$ cat config.mk
export PLATFORM = sky130hd
export DESIGN_NAME = quadrature_emitter
export DESIGN_NICKNAME = d
export VERILOG_FILES = /design/src/rtl/quadrature_emitter.sv
export SDC_FILE = /design/constraint.sdc
export NUM_CORES = 1
export LEC_CHECK = 0
export ABC_AREA = 1
export CAP_MARGIN = 20
export CORE_MARGIN = 3
export CORE_UTILIZATION = 50
export CTS_CLUSTER_DIAMETER = 30
export DETAILED_ROUTE_END_ITERATION = 10
export DONT_BUFFER_PORTS = 1
export HOLD_SLACK_MARGIN = 0.02
export PLACE_DENSITY = 0.68
export SLEW_MARGIN = 20
export SYNTH_ARGS = -nofsm -noshare
export SYNTH_HDL_FRONTEND = slang
export SYNTH_SLANG_ARGS = --single-unit
$ cat constraint.sdc
create_clock -name clk -period 3.4 [get_ports clk]
set_input_delay 0.17 -clock clk [delete_from_list [all_inputs] [get_ports clk]]
set_output_delay 0.17 -clock clk [all_outputs]
set_load 0.03 [all_outputs]
$ cat src/rtl/quadrature_emitter.sv
// quadrature_emitter: rotary-encoder emulator. Queued step requests (signed net
// count) are played out as full A/B quadrature detents, one at a time.
// Optional contact bounce on every edge: define QENC_BOUNCE_EN.
module quadrature_emitter #(
  parameter int PHASE_CYCLES  = 4096,
  parameter int CNT_W         = 5,
  parameter int BOUNCE_COUNT  = 3,
  parameter int BOUNCE_CYCLES = 16
) (
  input  logic             clk,
  input  logic             reset_n,
  input  logic             enable,
  input  logic             step_right,
  input  logic             step_left,
  input  logic             clear,
  output logic             A,
  output logic             B,
  output logic             busy,
  output logic [CNT_W-1:0] pending,
  output logic             overflow,
  output logic             done
);

  typedef enum logic [2:0] {S_IDLE, S_P1, S_P2, S_P3, S_P4} state_t;

  localparam int TW = $clog2(PHASE_CYCLES + 1);
  localparam int SW = CNT_W + 2;
  localparam logic [TW-1:0] T_LOAD = TW'(PHASE_CYCLES - 1);
  localparam logic signed [SW-1:0] MAX_P = SW'((1 << (CNT_W - 1)) - 1);
  localparam logic signed [SW-1:0] ONE   = SW'(1);

  state_t              state_q, state_d;
  logic [TW-1:0]       timer_q, timer_d;
  logic                dir_q, dir_d;      // 1 = right (clockwise)
  logic [CNT_W-1:0]    pend_q, pend_d;
  logic                ovf_q, ovf_d;
  logic                a_q, b_q, busy_q, done_q;
  logic [1:0]          ab_d;
  logic                busy_d, done_d;
  logic                expire, start;
  logic signed [SW-1:0] p_ext, adj, req, sum;

  // AB level for each phase; both directions pass through 00 at P2
  function automatic logic [1:0] ab_of(input state_t s, input logic right);
    case (s)
      S_P1:    ab_of = right ? 2'b10 : 2'b01;
      S_P2:    ab_of = 2'b00;
      S_P3:    ab_of = right ? 2'b01 : 2'b10;
      default: ab_of = 2'b11;
    endcase
  endfunction

  assign expire = (timer_q == '0);
  assign start  = (state_q == S_IDLE) && enable && (pend_q != '0);

  // state, phase timer and latched direction
  always_ff @(posedge clk or negedge reset_n) begin
    if (!reset_n) begin
      state_q <= S_IDLE;
      timer_q <= '0;
      dir_q   <= 1'b0;
    end else begin
      state_q <= state_d;
      timer_q <= timer_d;
      dir_q   <= dir_d;
    end
  end

  // next state: each phase held for PHASE_CYCLES via down-counter
  always_comb begin
    state_d = state_q;
    timer_d = timer_q;
    dir_d   = dir_q;
    case (state_q)
      S_IDLE: begin
        if (start) begin
          state_d = S_P1;
          timer_d = T_LOAD;
          dir_d   = ~pend_q[CNT_W-1];
        end
      end
      S_P1, S_P2, S_P3: begin
        if (expire) begin
          state_d = state_t'(state_q + 3'd1);
          timer_d = T_LOAD;
        end else begin
          timer_d = timer_q - TW'(1);
        end
      end
      S_P4: begin
        if (expire) state_d = S_IDLE;
        else        timer_d = timer_q - TW'(1);
      end
      default: begin
        state_d = S_IDLE;
        timer_d = '0;
      end
    endcase
  end

  // pending queue: request and start-decrement combine; only the request is dropped at saturation
  always_comb begin
    p_ext  = {{2{pend_q[CNT_W-1]}}, pend_q};
    adj    = '0;
    req    = '0;
    sum    = '0;
    pend_d = pend_q;
    ovf_d  = ovf_q;
    if (start) adj = pend_q[CNT_W-1] ? ONE : -ONE;
    if (step_right && !step_left) req = ONE;
    if (step_left && !step_right) req = -ONE;
    if (clear) begin
      pend_d = '0;
      ovf_d  = 1'b0;
    end else begin
      sum = p_ext + adj + req;
      if (sum > MAX_P || sum < -MAX_P) begin
        pend_d = CNT_W'(p_ext + adj);
        ovf_d  = 1'b1;
      end else begin
        pend_d = CNT_W'(sum);
      end
    end
  end

  // pending counter and sticky overflow
  always_ff @(posedge clk or negedge reset_n) begin
    if (!reset_n) begin
      pend_q <= '0;
      ovf_q  <= 1'b0;
    end else begin
      pend_q <= pend_d;
      ovf_q  <= ovf_d;
    end
  end

`ifdef QENC_BOUNCE_EN
  // even toggle count so the bouncing line settles at its new level
  localparam int BN  = BOUNCE_COUNT + (BOUNCE_COUNT % 2);
  localparam int BTW = $clog2(BOUNCE_CYCLES + 1);
  localparam int BCW = $clog2(BN + 2);

  if ((BOUNCE_COUNT + 1) * BOUNCE_CYCLES >= PHASE_CYCLES) begin : g_bounce_cfg_err
    $error("bounce train does not fit inside one phase");
  end

  logic [1:0]     bmask_q, bmask_d;
  logic           bflip_q, bflip_d;
  logic [BTW-1:0] btmr_q, btmr_d;
  logic [BCW-1:0] bcnt_q, bcnt_d;

  // bounce sequencer: re-arm on every phase change, flip only the line that moved
  always_comb begin
    bmask_d = bmask_q;
    bflip_d = bflip_q;
    btmr_d  = btmr_q;
    bcnt_d  = bcnt_q;
    if (state_d != state_q) begin
      bmask_d = ab_of(state_d, dir_d) ^ ab_of(state_q, dir_q);
      bflip_d = 1'b0;
      bcnt_d  = BCW'(BN);
      btmr_d  = BTW'(BOUNCE_CYCLES - 1);
    end else if (bcnt_q != '0) begin
      if (btmr_q == '0) begin
        bflip_d = ~bflip_q;
        bcnt_d  = bcnt_q - BCW'(1);
        btmr_d  = BTW'(BOUNCE_CYCLES - 1);
      end else begin
        btmr_d  = btmr_q - BTW'(1);
      end
    end
    ab_d = ab_of(state_d, dir_d) ^ (bmask_d & {2{bflip_d}});
  end

  // bounce state registers
  always_ff @(posedge clk or negedge reset_n) begin
    if (!reset_n) begin
      bmask_q <= '0;
      bflip_q <= 1'b0;
      btmr_q  <= '0;
      bcnt_q  <= '0;
    end else begin
      bmask_q <= bmask_d;
      bflip_q <= bflip_d;
      btmr_q  <= btmr_d;
      bcnt_q  <= bcnt_d;
    end
  end
`else
  if (BOUNCE_COUNT < 0 || BOUNCE_CYCLES < 1) begin : g_bounce_cfg_err
    $error("bounce parameters out of range");
  end

  // clean edges: AB follows the next phase directly
  always_comb begin
    ab_d = ab_of(state_d, dir_d);
  end
`endif

  // output decode from next state so every output is a flop
  always_comb begin
    busy_d = (state_d != S_IDLE);
    done_d = (state_q == S_P4) && expire;
  end

  // registered outputs; lines idle high
  always_ff @(posedge clk or negedge reset_n) begin
    if (!reset_n) begin
      a_q    <= 1'b1;
      b_q    <= 1'b1;
      busy_q <= 1'b0;
      done_q <= 1'b0;
    end else begin
      a_q    <= ab_d[1];
      b_q    <= ab_d[0];
      busy_q <= busy_d;
      done_q <= done_d;
    end
  end

  assign A        = a_q;
  assign B        = b_q;
  assign busy     = busy_q;
  assign done     = done_q;
  assign pending  = pend_q;
  assign overflow = ovf_q;

endmodule
==> out/metrics.csv, run 1 <==
metric,value,unit
place.gp.congestion,0.873,
syn_avg_cell_area,7.38,um^2
peakVddDrop,0.149,mV
cts.sinks,27,
wl,4690,um
rsz0062_at_grt,true,
cp-start-kind,register,
hp-class,in -> reg,
drv_slew,0,
clock.fmax,0.307,GHz
drtAntennaViolNets,0,
ctsHtreeMaxLevel,1,
internal_power,531,uW
yosysWarnings,0,
path_max_fanout,5,
power.total,823,uW
drc_errors,0,
grt_pass1_vias,1755,
synth.distinct_cells,32,
drive_gt1_share,27.9,%
wl_per_cell,12.8,um
fin_skew,0.00743,ns
area_growth,21.9,%
hold_slack,0.113,ns
nFillCells,346,
min_period,3.25,ns
die_y,71.2,um
worstMarginPinSlew,0.671,ns
grt_pass1_wl,7660,um
cp-end-kind,register,
power_leakage,0.00132,uW
outcome,"finished, final reports clean",
dieArea,5070,um^2
use_met1,24.8,%
clockBufferDepth,2,
drt_first_pass_iters,6,
finalSetupViolCount,0,
hold_viol_final,0,
rows,23,
postSynthCellCount,288,
seq_power_share,41.7,%
cts-root-buf,clkbuf_8,
design.core.area,4060,um^2
required,3.61,ns
groute.usage.overall,18.5,%
antenna_found_initial,0,
ff_latch_area,678,um^2
layout.nets,339,
cts.clk_slew.worst_paths,0.10,ns
clk_latency,0.28,ns
grt_most_used_layer,met2,
crit_type,reg -> reg,
use_met2,31.2,%
routed-via-count,1896,
cts_tree,done,
synth-seq-cells,27,
grt-ovfl-total,0,
multi_input_area,1380,um^2
met3_usage,1.99,%
power_density,318,nW/um^2
cap_violations,0,
place_hpwl,3430,um
grt_max_degree,28,
period_share,95.7,%
yosysSeqAreaShare,31.9,%
numPortBuffers,0,
drt_iter0_drc,92,
start_util,52.4,%
cp_data_arrival_time,3.47,ns
maxSlewHeadroom,54.8,%
slowest_stage,dfrtp_1,
numCtsBuffers,3,
clockPowerShare,22.6,%
synth_fp_nets,311,
combPwrFrac,35.7,%
p_sw,292,uW
slowest_delay,0.37,ns
pin_count,16,
switching_share,35.4,%
syn_area,2130,um^2
viasPerCell,5.19,
fp.dieW,71.2,um
antenna_cells,0,
cells in the mapped netlist:
| cell | count | area, um^2 |
|---|---|---|
| nand3_2 | 3 | 30.0 |
| nor2_8 | 1 | 20.0 |
| o21a_1 | 1 | 7.51 |
| nand2_4 | 5 | 56.3 |
| xnor2_1 | 3 | 26.3 |
| or2_2 | 2 | 12.5 |
| nand3b_1 | 1 | 7.51 |
| o21bai_1 | 1 | 7.51 |
| nor3_1 | 4 | 20.0 |
| o21ai_2 | 2 | 17.5 |
| nand4_2 | 1 | 12.5 |
| o21ai_1 | 1 | 5.00 |
| xor2_1 | 9 | 78.8 |
| nand3b_2 | 1 | 11.3 |
| nor2_2 | 3 | 18.8 |
| dfrtp_1 | 25 | 626 |
| dfstp_2 | 2 | 52.6 |
| a21oi_1 | 9 | 45.0 |
| nand4_1 | 5 | 31.3 |
| nand3_4 | 1 | 17.5 |
| nand3_1 | 18 | 90.1 |
| nand2_2 | 6 | 37.5 |
| o21ai_0 | 31 | 155 |
| nor2_1 | 26 | 97.6 |
| fa_1 | 1 | 20.0 |
| inv_1 | 54 | 203 |
| nand2_1 | 49 | 184 |
| buf_2 | 2 | 10.0 |
| inv_2 | 3 | 11.3 |
| o211ai_1 | 1 | 7.51 |
| ha_1 | 16 | 200 |
| and2_1 | 1 | 6.26 |
metal layers:
metal | share of wire, % | vias up
met5 | 0 | -
met4 | 0.94 | 0
met3 | 3.1 | 6
met2 | 51 | 43
met1 | 45 | 877
li1 | - | 970
path summary, 6_finish.rpt:
check / start / end / slack [ns] / cells after the start
max in group asynchronous: reset_n / B$_DFF_PN1_ / 2.84 / 2
min in group asynchronous: reset_n / timer_q[12]$_DFFE_PN0P_ / 0.33 / 2
hold reg to reg: timer_q[7]$_DFFE_PN0P_ / timer_q[7]$_DFFE_PN0P_ / 0.53 / 2
setup / recovery: state_q[1]$_DFF_PN0_ / pending[3]$_DFF_PN0_ / 0.15 / 30
hold / removal: clear / pending[0]$_DFF_PN0_ / 0.11 / 3
setup reg to reg: state_q[1]$_DFF_PN0_ / pending[3]$_DFF_PN0_ / 0.15 / 30
final cells by class:
class	instances	share of cell area, %
timing repair buffer	25	7.82
clock inverter	1	0.290
multi-input combinational	202	53.4
sequential	27	26.2
clock buffer	3	1.59
tap	50	2.41
inverter	57	8.35
repair_timing:
action                     in CTS  in global routing
hold endpoints to repair       27                  0
pin swaps                       5                 21
setup buffers                   0                  3
hold buffers                    2                  0
cloned                          0                  0
setup endpoints to repair       6                  6
resized for setup               6                 33
power groups by stage:
stage	Sequential (uW)	Combinational [uW]	Clock, uW
4_1_cts	342	262	194
3_3_place_gp	348	242	0
5_1_grt	345	321	204
6_report	343	294	186
3_5_place_dp	348	245	0
2_1_floorplan	371	150	0
placed cells by master, fill, tap and decap left out, drive strengths merged, types with 2 or more instances in the layout:
cell | Yosys | layout
buf | 2 | 24
nand4 | 6 | 6
nand3b | 2 | 2
or2 | 2 | 2
nor3 | 4 | 4
nand3 | 22 | 22
dfstp | 2 | 2
inv | 57 | 57
ha | 16 | 16
xnor2 | 3 | 3
xor2 | 9 | 9
clkbuf | 0 | 3
o21ai | 34 | 34
dfrtp | 25 | 25
nor2 | 30 | 30
a21oi | 9 | 9
nand2 | 60 | 60
sequential cells by signal (all words and copies together) (netlist names):
signal    cells
timer_q      13
done          1
pending       5
overflow      1
dir_q         1
A             1
state_q       3
busy          1
B             1
cell families (layout without fill, tap and decap cells):
kind of cell	count (synthesis)	count (layout)	synth area share (%)
AO/OA/AOI/OAI	46	46	11.5
XOR/XNOR	12	12	4.94
adder cells (fa/ha/maj)	17	17	10.4
buffers and inverters	59	86	10.5
flip-flops	27	27	31.9
AND/OR/NAND/NOR	127	127	30.7
worst max-delay path, delay by kind of cell, from the launching register on:
family	cells	cell delay (ns)
and+or+nand+nor	21	1.92
buffers and inverters	6	0.29
adders and majority gates	3	0.59
DFF	1	0.37
through the flow:
step                TNS, ns  cell area [um^2]  cells  util [%]  setup slack [ns]
floorplan                 0              2130    288         -           0.00763
global placement     -0.143              2330    356      57.4           -0.0514
detailed placement   -0.362              2330    356      57.4           -0.0850
CTS                       0              2450    362      60.3           0.00538
global route         -0.285              2590    365      63.9           -0.0726
finish                    0              2590    365      63.9             0.147
Note: power is estimated with default switching activity, not from simulation.
==> inputs of run 2 (changes only) <==
--- a/config.mk
+++ b/config.mk
@@ -7,13 +7,15 @@
 export LEC_CHECK = 0
 export ABC_AREA = 1
 export CAP_MARGIN = 20
+export CELL_PAD_IN_SITES_DETAIL_PLACEMENT = 1
+export CELL_PAD_IN_SITES_GLOBAL_PLACEMENT = 2
 export CORE_MARGIN = 3
-export CORE_UTILIZATION = 50
+export CORE_UTILIZATION = 33
 export CTS_CLUSTER_DIAMETER = 30
 export DETAILED_ROUTE_END_ITERATION = 10
 export DONT_BUFFER_PORTS = 1
 export HOLD_SLACK_MARGIN = 0.02
-export PLACE_DENSITY = 0.68
+export PLACE_DENSITY_LB_ADDON = 0.1
 export SLEW_MARGIN = 20
 export SYNTH_ARGS = -nofsm -noshare
 export SYNTH_HDL_FRONTEND = slang
==> run 2 against run 1 <==
Against the previous run:
- maximum frequency shrank 2.9%
- clock skew is essentially flat
- sequential power barely moved
- clock power increased by 5%
- highest routed layer unchanged
- critical endpoint unchanged
- power up 2.4%
- utilization down 19 points
==> out/metrics.csv, run 2 (synthesis results as in run 1) <==
metric,value,unit
ctsHtreeMaxLevel,1,
numPortBuffers,0,
cts_tree,done,
clockBufferDepth,2,
worstMarginPinSlew,0.741,ns
cp_data_arrival_time,3.54,ns
hold_viol_final,0,
drv_slew,0,
drc_errors,0,
numCtsBuffers,3,
area_growth,29.1,%
nFillCells,765,
grt-ovfl-total,0,
setup_slack,0.0481,ns
min_from,clear,
hp-class,in -> reg,
largest_reg_flops,13,
cp_cell_sequence,inv_2 -> ha_4 -> nand2_4 -> nor2_8 -> o21ai_2 -> inv_1 -> ha_2 -> nand3_1 -> a21oi_2 -> inv_1 -> nand2_1 -> inv_1 -> ha_4 -> nand2_1 -> nand2_1 -> o21bai_1 -> xor2_1 -> inv_1 -> nand2_1 -> nor2_2 -> nand3b_4 -> nand2_4 -> nor2_1 -> nor2_1,
cts-root-buf,clkbuf_8,
slowest_delay,0.40,ns
outcome,"finished, final reports clean",
drive_gt1_share,31.6,%
place_hpwl,4420,um
design.core.area,6100,um^2
rows,28,
clk_latency,0.28,ns
place.gp.congestion,0.757,
peakVddDrop,0.166,mV
maxSlewHeadroom,50.4,%
wl_per_cell,14.9,um
cts.sinks,27,
power_density,307,nW/um^2
cap_violations,0,
final_util,45.0,%
regMostFlops,timer_q,
slowest_stage,dfrtp_1,
viasPerCell,4.82,
start_util,34.9,%
antenna_cells,0,
wl,6010,um
groute.usage.overall,16.6,%
drtAntennaViolNets,0,
drt_iter0_drc,45,
use_met1,21.4,%
reg2reg_slack,0.05,ns
cts.clk_slew.worst_paths,0.10,ns
hold_slack,0.106,ns
timing.rr.start,state_q[0]$_DFF_PN0_,
fp.dieW,86.3,um
grt_max_degree,28,
power_leakage,0.00140,uW
grt_most_used_layer,met2,
antenna_found_initial,0,
grt_pass1_vias,2050,
path_max_fanout,4,
cp-start-kind,register,
min_period,3.35,ns
critical_path.startpoint,state_q[0]$_DFF_PN0_,
met3_usage,2.19,%
use_met2,29.2,%
grt_pass1_wl,9880,um
crit_type,reg -> reg,
rsz0062_at_grt,true,
dpl_worst_slack,-0.243,ns
finalSetupViolCount,0,
fin_skew,0.00762,ns
dieArea,7440,um^2
drt_first_pass_iters,4,
layout.nets,353,
period_share,98.6,%
die_y,86.3,um
required,3.59,ns
final_cell_mix,"inv_1, nand2_1, buf_4",
final_common_cell,inv_1,
cp-end-kind,register,
pin_count,16,
clock.fmax,0.298,GHz
routed-via-count,1948,
==> run 2: cell count changes in the layout (fill, tap and decap cells not counted), moves of 2 or more <==
cell and change:
nor2_2 +2, a21oi_2 +2, buf_4 +14, inv_2 -2, nand3_1 -2, nand3_2 +2, nand2_2 -2, a21oi_1 -2
==> run 2: what timing repair did <==
action,4_1_cts,5_1_grt
endpoints found under the setup margin,6,6
gates resized for setup,21,23
hold buffers,2,0
pin swaps,15,20
setup buffers,8,4
endpoints found under the hold margin,27,0
==> run 2: layout make-up <==
| type | count | area (um^2) | area share [%] |
|---|---|---|---|
| repair buffers | 39 | 308 | 11.2 |
| multi-input cells | 202 | 1400 | 50.9 |
| inverters | 57 | 219 | 7.98 |
| well taps | 75 | 93.8 | 3.42 |
| clock buffers | 3 | 41.3 | 1.50 |
| clock inverters | 1 | 7.51 | 0.274 |
| flip-flops and latches | 27 | 678 | 24.7 |
==> run 2: where the power goes <==
group          internal (uW)  switching, uW
combinational            119            186
clock                   83.4            111
sequential               332           10.7
total                    535            308
==> run 2: critical path: cells and delay by family (launching register included) <==
family                   cells  cell delay (ns)
AO/OA/AOI/OAI                3             0.44
XOR/XNOR                     1             0.17
adder cells (fa/ha/maj)      3             0.65
buffers and inverters        5             0.40
flip-flops                   1             0.40
AND/OR/NAND/NOR             12             1.21
==> run 2: layer usage <==
metal | vias up | routed length, um
met2 | 17 | 3150
met3 | 6 | 121
li1 | 997 | -
met5 | - | 0
met4 | 0 | 84
met1 | 928 | 2660
==> run 2: path summary, 6_finish.rpt <==
path | to | depth (start not counted)
worst max-delay path | pending[3]$_DFF_PN0_ | 24
worst min-delay path | overflow$_DFFE_PN0P_ | 3
worst max register to register | pending[3]$_DFF_PN0_ | 24
worst min register to register | timer_q[12]$_DFFE_PN0P_ | 2
max in group asynchronous | B$_DFF_PN1_ | 2
min in group asynchronous | timer_q[12]$_DFFE_PN0P_ | 2
==> run 2: through the flow <==
step	instance area, um^2	TNS, ns	total power (uW)	instances
2_1_floorplan	2130	0	521	288
5_1_grt	2740	-1.03	899	404
6_report	2740	0	842	404
4_1_cts	2630	0	834	400
3_3_place_gp	2400	-0.473	606	386
3_5_place_dp	2400	-1.18	607	386
